$ cat src/rtl/mips_multicycle_control.sv
// Multicycle MIPS-32 subset control unit.
// Moore FSM: outputs decode from the current state only, except AluOP in EXECUTE,
// which follows Func. Reset forces FETCH-valued outputs with every write enable low.
module mips_multicycle_control (
  input  logic       CLK,
  input  logic       Reset,
  input  logic [5:0] OP,
  input  logic [5:0] Func,
  output logic       IorD,
  output logic       MemWrite,
  output logic       IRWrite,
  output logic       RegDst,
  output logic       MemtoReg,
  output logic       RegWrite,
  output logic       ALUSrcA,
  output logic [1:0] ALUSrcB,
  output logic       PCSrc,
  output logic       Branch,
  output logic       PCWrite,
  output logic [2:0] AluOP,
  output logic       jump
);

  localparam logic [5:0] OpRtype = 6'b000000;
  localparam logic [5:0] OpLw    = 6'b100011;
  localparam logic [5:0] OpSw    = 6'b101011;
  localparam logic [5:0] OpBeq   = 6'b000100;
  localparam logic [5:0] OpAddi  = 6'b001000;
  localparam logic [5:0] OpJ     = 6'b000010;

  localparam logic [2:0] AluAdd = 3'b010;
  localparam logic [2:0] AluSub = 3'b110;
  localparam logic [2:0] AluAnd = 3'b000;
  localparam logic [2:0] AluOr  = 3'b001;
  localparam logic [2:0] AluSlt = 3'b111;

  typedef enum logic [3:0] {
    StFetch, StDecode, StMemAdr, StMemRd, StMemWb, StMemWr,
    StExecute, StAluWb, StBeqEx, StAddiEx, StAddiWb, StJex
  } state_t;

  state_t state_q;
  state_t state_out;

  // State register and next-state decode; OP is consulted only in DECODE and MEMADR.
  always_ff @(posedge CLK) begin
    if (Reset) begin
      state_q <= StFetch;
    end else begin
      unique case (state_q)
        StFetch:  state_q <= StDecode;
        StDecode: begin
          case (OP)
            OpLw, OpSw: state_q <= StMemAdr;
            OpRtype:    state_q <= StExecute;
            OpBeq:      state_q <= StBeqEx;
            OpAddi:     state_q <= StAddiEx;
            OpJ:        state_q <= StJex;
            default:    state_q <= StFetch;  // unsupported opcode acts as a no-op
          endcase
        end
        StMemAdr:  state_q <= (OP == OpSw) ? StMemWr : StMemRd;
        StMemRd:   state_q <= StMemWb;
        StMemWb:   state_q <= StFetch;
        StMemWr:   state_q <= StFetch;
        StExecute: state_q <= StAluWb;
        StAluWb:   state_q <= StFetch;
        StBeqEx:   state_q <= StFetch;
        StAddiEx:  state_q <= StAddiWb;
        StAddiWb:  state_q <= StFetch;
        StJex:     state_q <= StFetch;
        default:   state_q <= StFetch;
      endcase
    end
  end

  // While Reset is high the outputs show FETCH values regardless of the stored state.
  assign state_out = Reset ? StFetch : state_q;

  // Output decode from the state, with write enables masked during reset.
  always_comb begin
    IorD     = 1'b0;
    MemWrite = 1'b0;
    IRWrite  = 1'b0;
    RegDst   = 1'b0;
    MemtoReg = 1'b0;
    RegWrite = 1'b0;
    ALUSrcA  = 1'b0;
    ALUSrcB  = 2'b00;
    PCSrc    = 1'b0;
    Branch   = 1'b0;
    PCWrite  = 1'b0;
    AluOP    = AluAdd;
    jump     = 1'b0;
    unique case (state_out)
      StFetch: begin
        IRWrite = 1'b1;
        PCWrite = 1'b1;
        ALUSrcB = 2'b01;
      end
      StDecode: ALUSrcB = 2'b11;  // branch target precomputed into ALUOut
      StMemAdr: begin
        ALUSrcA = 1'b1;
        ALUSrcB = 2'b10;
      end
      StMemRd: IorD = 1'b1;
      StMemWb: begin
        RegWrite = 1'b1;
        MemtoReg = 1'b1;
      end
      StMemWr: begin
        IorD     = 1'b1;
        MemWrite = 1'b1;
      end
      StExecute: begin
        ALUSrcA = 1'b1;
        case (Func)
          6'b100010: AluOP = AluSub;
          6'b100100: AluOP = AluAnd;
          6'b100101: AluOP = AluOr;
          6'b101010: AluOP = AluSlt;
          default:   AluOP = AluAdd;
        endcase
      end
      StAluWb: begin
        RegWrite = 1'b1;
        RegDst   = 1'b1;
      end
      StBeqEx: begin
        ALUSrcA = 1'b1;
        AluOP   = AluSub;
        PCSrc   = 1'b1;
        Branch  = 1'b1;
      end
      StAddiEx: begin
        ALUSrcA = 1'b1;
        ALUSrcB = 2'b10;
      end
      StAddiWb: RegWrite = 1'b1;
      StJex: begin
        jump    = 1'b1;
        PCWrite = 1'b1;
      end
      default: ;
    endcase
    if (Reset) begin
      MemWrite = 1'b0;
      IRWrite  = 1'b0;
      RegWrite = 1'b0;
      PCWrite  = 1'b0;
      Branch   = 1'b0;
    end
  end

endmodule

$ cat config.mk
export PLATFORM = sky130hd
export DESIGN_NAME = mips_multicycle_control
export DESIGN_NICKNAME = d
export VERILOG_FILES = /design/src/rtl/mips_multicycle_control.sv
export SDC_FILE = /design/constraint.sdc
export NUM_CORES = 1
export LEC_CHECK = 0
export ABC_AREA = 1
export ABC_CLOCK_PERIOD_IN_PS = 1150
export CAP_MARGIN = 20
export CELL_PAD_IN_SITES_DETAIL_PLACEMENT = 0
export CELL_PAD_IN_SITES_GLOBAL_PLACEMENT = 2
export CORE_MARGIN = 8
export CORE_UTILIZATION = 15
export DETAILED_ROUTE_END_ITERATION = 10
export GPL_TIMING_DRIVEN = 0
export PLACE_DENSITY_LB_ADDON = 0.1
export SYNTH_ARGS = -nofsm -noshare
export SYNTH_HDL_FRONTEND = slang
export SYNTH_SLANG_ARGS = --single-unit
$ cat constraint.sdc
create_clock -name CLK -period 1.15 [get_ports CLK]
set_input_delay 0.345 -clock CLK [delete_from_list [all_inputs] [get_ports CLK]]
set_output_delay 0.345 -clock CLK [all_outputs]
set_load 0.01 [all_outputs]
==> impl_metrics.csv, run 1 <==
group,metric,value,unit
sta,finalCriticalPeriod,1611,ps
flow_run,drv_cap,0,
grt,track_usage,7.705,%
layout,layout_commonest_cell,"buf_2",
power_and_ir_drop,leakage,0.5690,nW
layout,mostFrequentLayoutCells,"buf_2, nand2_1, buf_4, nor2_2",
placement,gp_congestion,0.7316,
sta,rsz0062_at_grt,"true",
floorplan,fp.dieW,76.65,um
synthesis,synth.area.top_cells,"nand2_1, nor2_1, dfxtp_1, inv_1, nand3_1",
sta,finalSetupViolCount,16,
drt,drcViolationCount,0,
layout,multi_input_area,559.3,um^2
layout,layout.nets,172,
floorplan,pin_count,30,
drt,routed_wl,2301,um
clock_network,cts.root.buffer_cell,"clkbuf_8",
synthesis,synth-warning-count,0,
placement,dp_hpwl,1753,um
status,violations,"setup timing",
placement,dpl_worst_slack,-1250,ps
floorplan,start_util,15.30,%
worst_setup_path,crit_type,"reg2out",
sta,finalHoldViolCount,0,
layout,num_antenna_cells,0,
sta,fmax,620.7,MHz
drt,dr.pass1.iters,4,
floorplan,die_y,76.65,um
grt,antenna_found_initial,0,
clock_network,clockBufferDepth,2,
grt,grt_first_pass_wirelength,3877,um
sta,skew,1.020,ps
worst_hold_path,min_path_cells,3,
layout,final_cell_area,0.001222,mm^2
floorplan,dieArea,0.005875,mm^2
grt,grt_pass1_vias,877,
power_and_ir_drop,total_power,0.0006820,W
synthesis,synth_nets,123,
worst_hold_path,hold_path_class,"reg2reg",
layout,seq_area,92.59,um^2
worst_setup_path,crit_fanout,4,
worst_setup_path,startpoint_type,"flop",
layout,drive_gt1_share,67.31,%
layout,largest_register_ffs,4,
synthesis,syn-cell-area,551.8,um^2
drt,viasPerCell,4.123,
clock_network,cts_made_buffers,3,
drt,wl_per_cell,11.28,um
drt,dr_total_vias,841,
clock_network,insertion_delay,210,ps
clock_network,cts_tree,"built",
synthesis,seq_area_frac_synth,14.51,%
synthesis,synth_top_area_share,18.37,%
status,status,"finished, violations left",
worst_hold_path,hold_end,"state_q[0]",
synthesis,synth_cell_types,20,
clock_network,htreeDepth,1,
placement,place_area,969.7,um^2
worst_hold_path,hold_start,"state_q[3]",
drt,first_iter_violations,15,
clock_network,ctsHoldBuffers,0,
worst_setup_path,r2r_start,"state_q[0]",
synthesis,synth-seq-cells,4,
sta,drv_slew,0,
synthesis,syn_inst,109,
power_and_ir_drop,peakVddDrop,0.4005,mV
grt,grt_util_met1,8.283,%
worst_setup_path,reg2reg_to,"state_q[1]",
placement,port_buffers,29,
clock_network,clock-sinks,4,
worst_setup_path,crit_path_end_kind,"output pin",
clock_network,path_clk_slew,30,ps
layout,area_delta_synth_final,121.5,%
sta,slew_headroom,87.85,%
sta,fin_ws,-461.0,ps
synthesis,synth_top_cell_by_area,"nand2_1",
grt,grt_util_met2,14.74,%
sta,fin_crit_sh,140.1,%
layout,final_core_util,33.90,%
sta,worst-slew-pin-transition,181.6,ps
layout,regMostFlops,"state_q",
worst_setup_path,r2r_slack,40,ps
grt,grt_overflow,0,
layout,top_regs,"state_q x4",
drt,ant_nets,0,
layout,fill_cells,414,
power_and_ir_drop,power_density,557.9,mW/mm^2
worst_setup_path,worstPathRequired,810,ps
grt,grt-busiest-layer,"met2",
grt,grt_max_degree,8,
floorplan,core-area,0.003606,mm^2
floorplan,num_rows,22,
grt,grt_use_met3,1.748,%
worst_setup_path,r2r_cells,7,
synthesis,synth_area_per_cell,5.062,um^2
worst_setup_path,cp.arrival,1270,ps
-- worst max-delay path by stage --
stage,startpoint,endpoint,slack (ps)
after floorplan,Reset,AluOP[2],-230
after global placement,Reset,AluOP[2],-1240
final,state_q[3],RegWrite,-460
after CTS,state_q[0],AluOP[2],-470
after global routing,state_q[3],RegWrite,-560
after detailed placement,Reset,AluOP[2],-1250
-- power by group --
| group | internal [W] | switching, W |
|---|---|---|
| Combinational | 0.000113 | 0.000122 |
| Sequential | 0.000141 | 0.0000185 |
| Clock | 0.000222 | 0.0000652 |
-- synthesized netlist by cell type --
cell and number:
nand2_1 27, nor2_1 25, inv_1 20, nand3_1 7, a21oi_1 5, dfxtp_1 4
inv_2 3, a31oi_1 2, nor2_4 2, nor3_1 2, o21ai_0 2, o22ai_1 2
a22oi_1 1, buf_4 1, buf_6 1, nand2_2 1, nand3b_1 1, nand4_1 1
nor2_2 1, nor3_2 1
-- repair_timing --
item,CTS,global route
gates resized for setup,137,29
endpoints found under the setup margin,20,20
setup buffers,14,4
pin swaps,26,11
-- worst max-delay path, stage by stage, from the launching register on --
cell and delay [ps]:
dfxtp_4 360, nor2_4 150, inv_2 70, nor2_4 100, nand3_2 70, inv_2 70, nor2_1 40, o21ai_1 60
buf_2 140
-- per-layer routing --
layer,routed length (um),up-vias
li1,-,432
met1,934,388
met2,1253,19
met3,99,2
met4,14,0
met5,0,-
-- stage by stage --
step                      TNS (ps)  hold slack [ps]  instances
after detailed placement    -18820            557.6        186
final                        -5719            592.3        204
after global routing         -6801            634.0        204
after CTS                    -5833            597.9        202
after global placement      -18740            550.5        186
after floorplan              -1115            518.3        109
-- cell type report --
type                    count  area share (%)
plain buffers               1           1.638
clock buffers               3           3.378
inverters                  23           9.724
multi-input cells          80           45.75
flip-flops and latches      4           7.574
well taps                  48           4.913
repair buffers             45           27.02
-- logic make-up after synthesis --
family / synth area share (%)
buffers and inverters: 19.05
AND/OR/NAND/NOR: 54.20
flip-flops: 14.51
AO/OA/AOI/OAI: 12.24
Note: power is estimated with default switching activity, not from simulation.
==> inputs of run 2 (changes only) <==
- CTS_CLUSTER_DIAMETER: unset -> 60
==> results of run 2 <==
Final layout, timing and power as in run 1 (identical DEF).
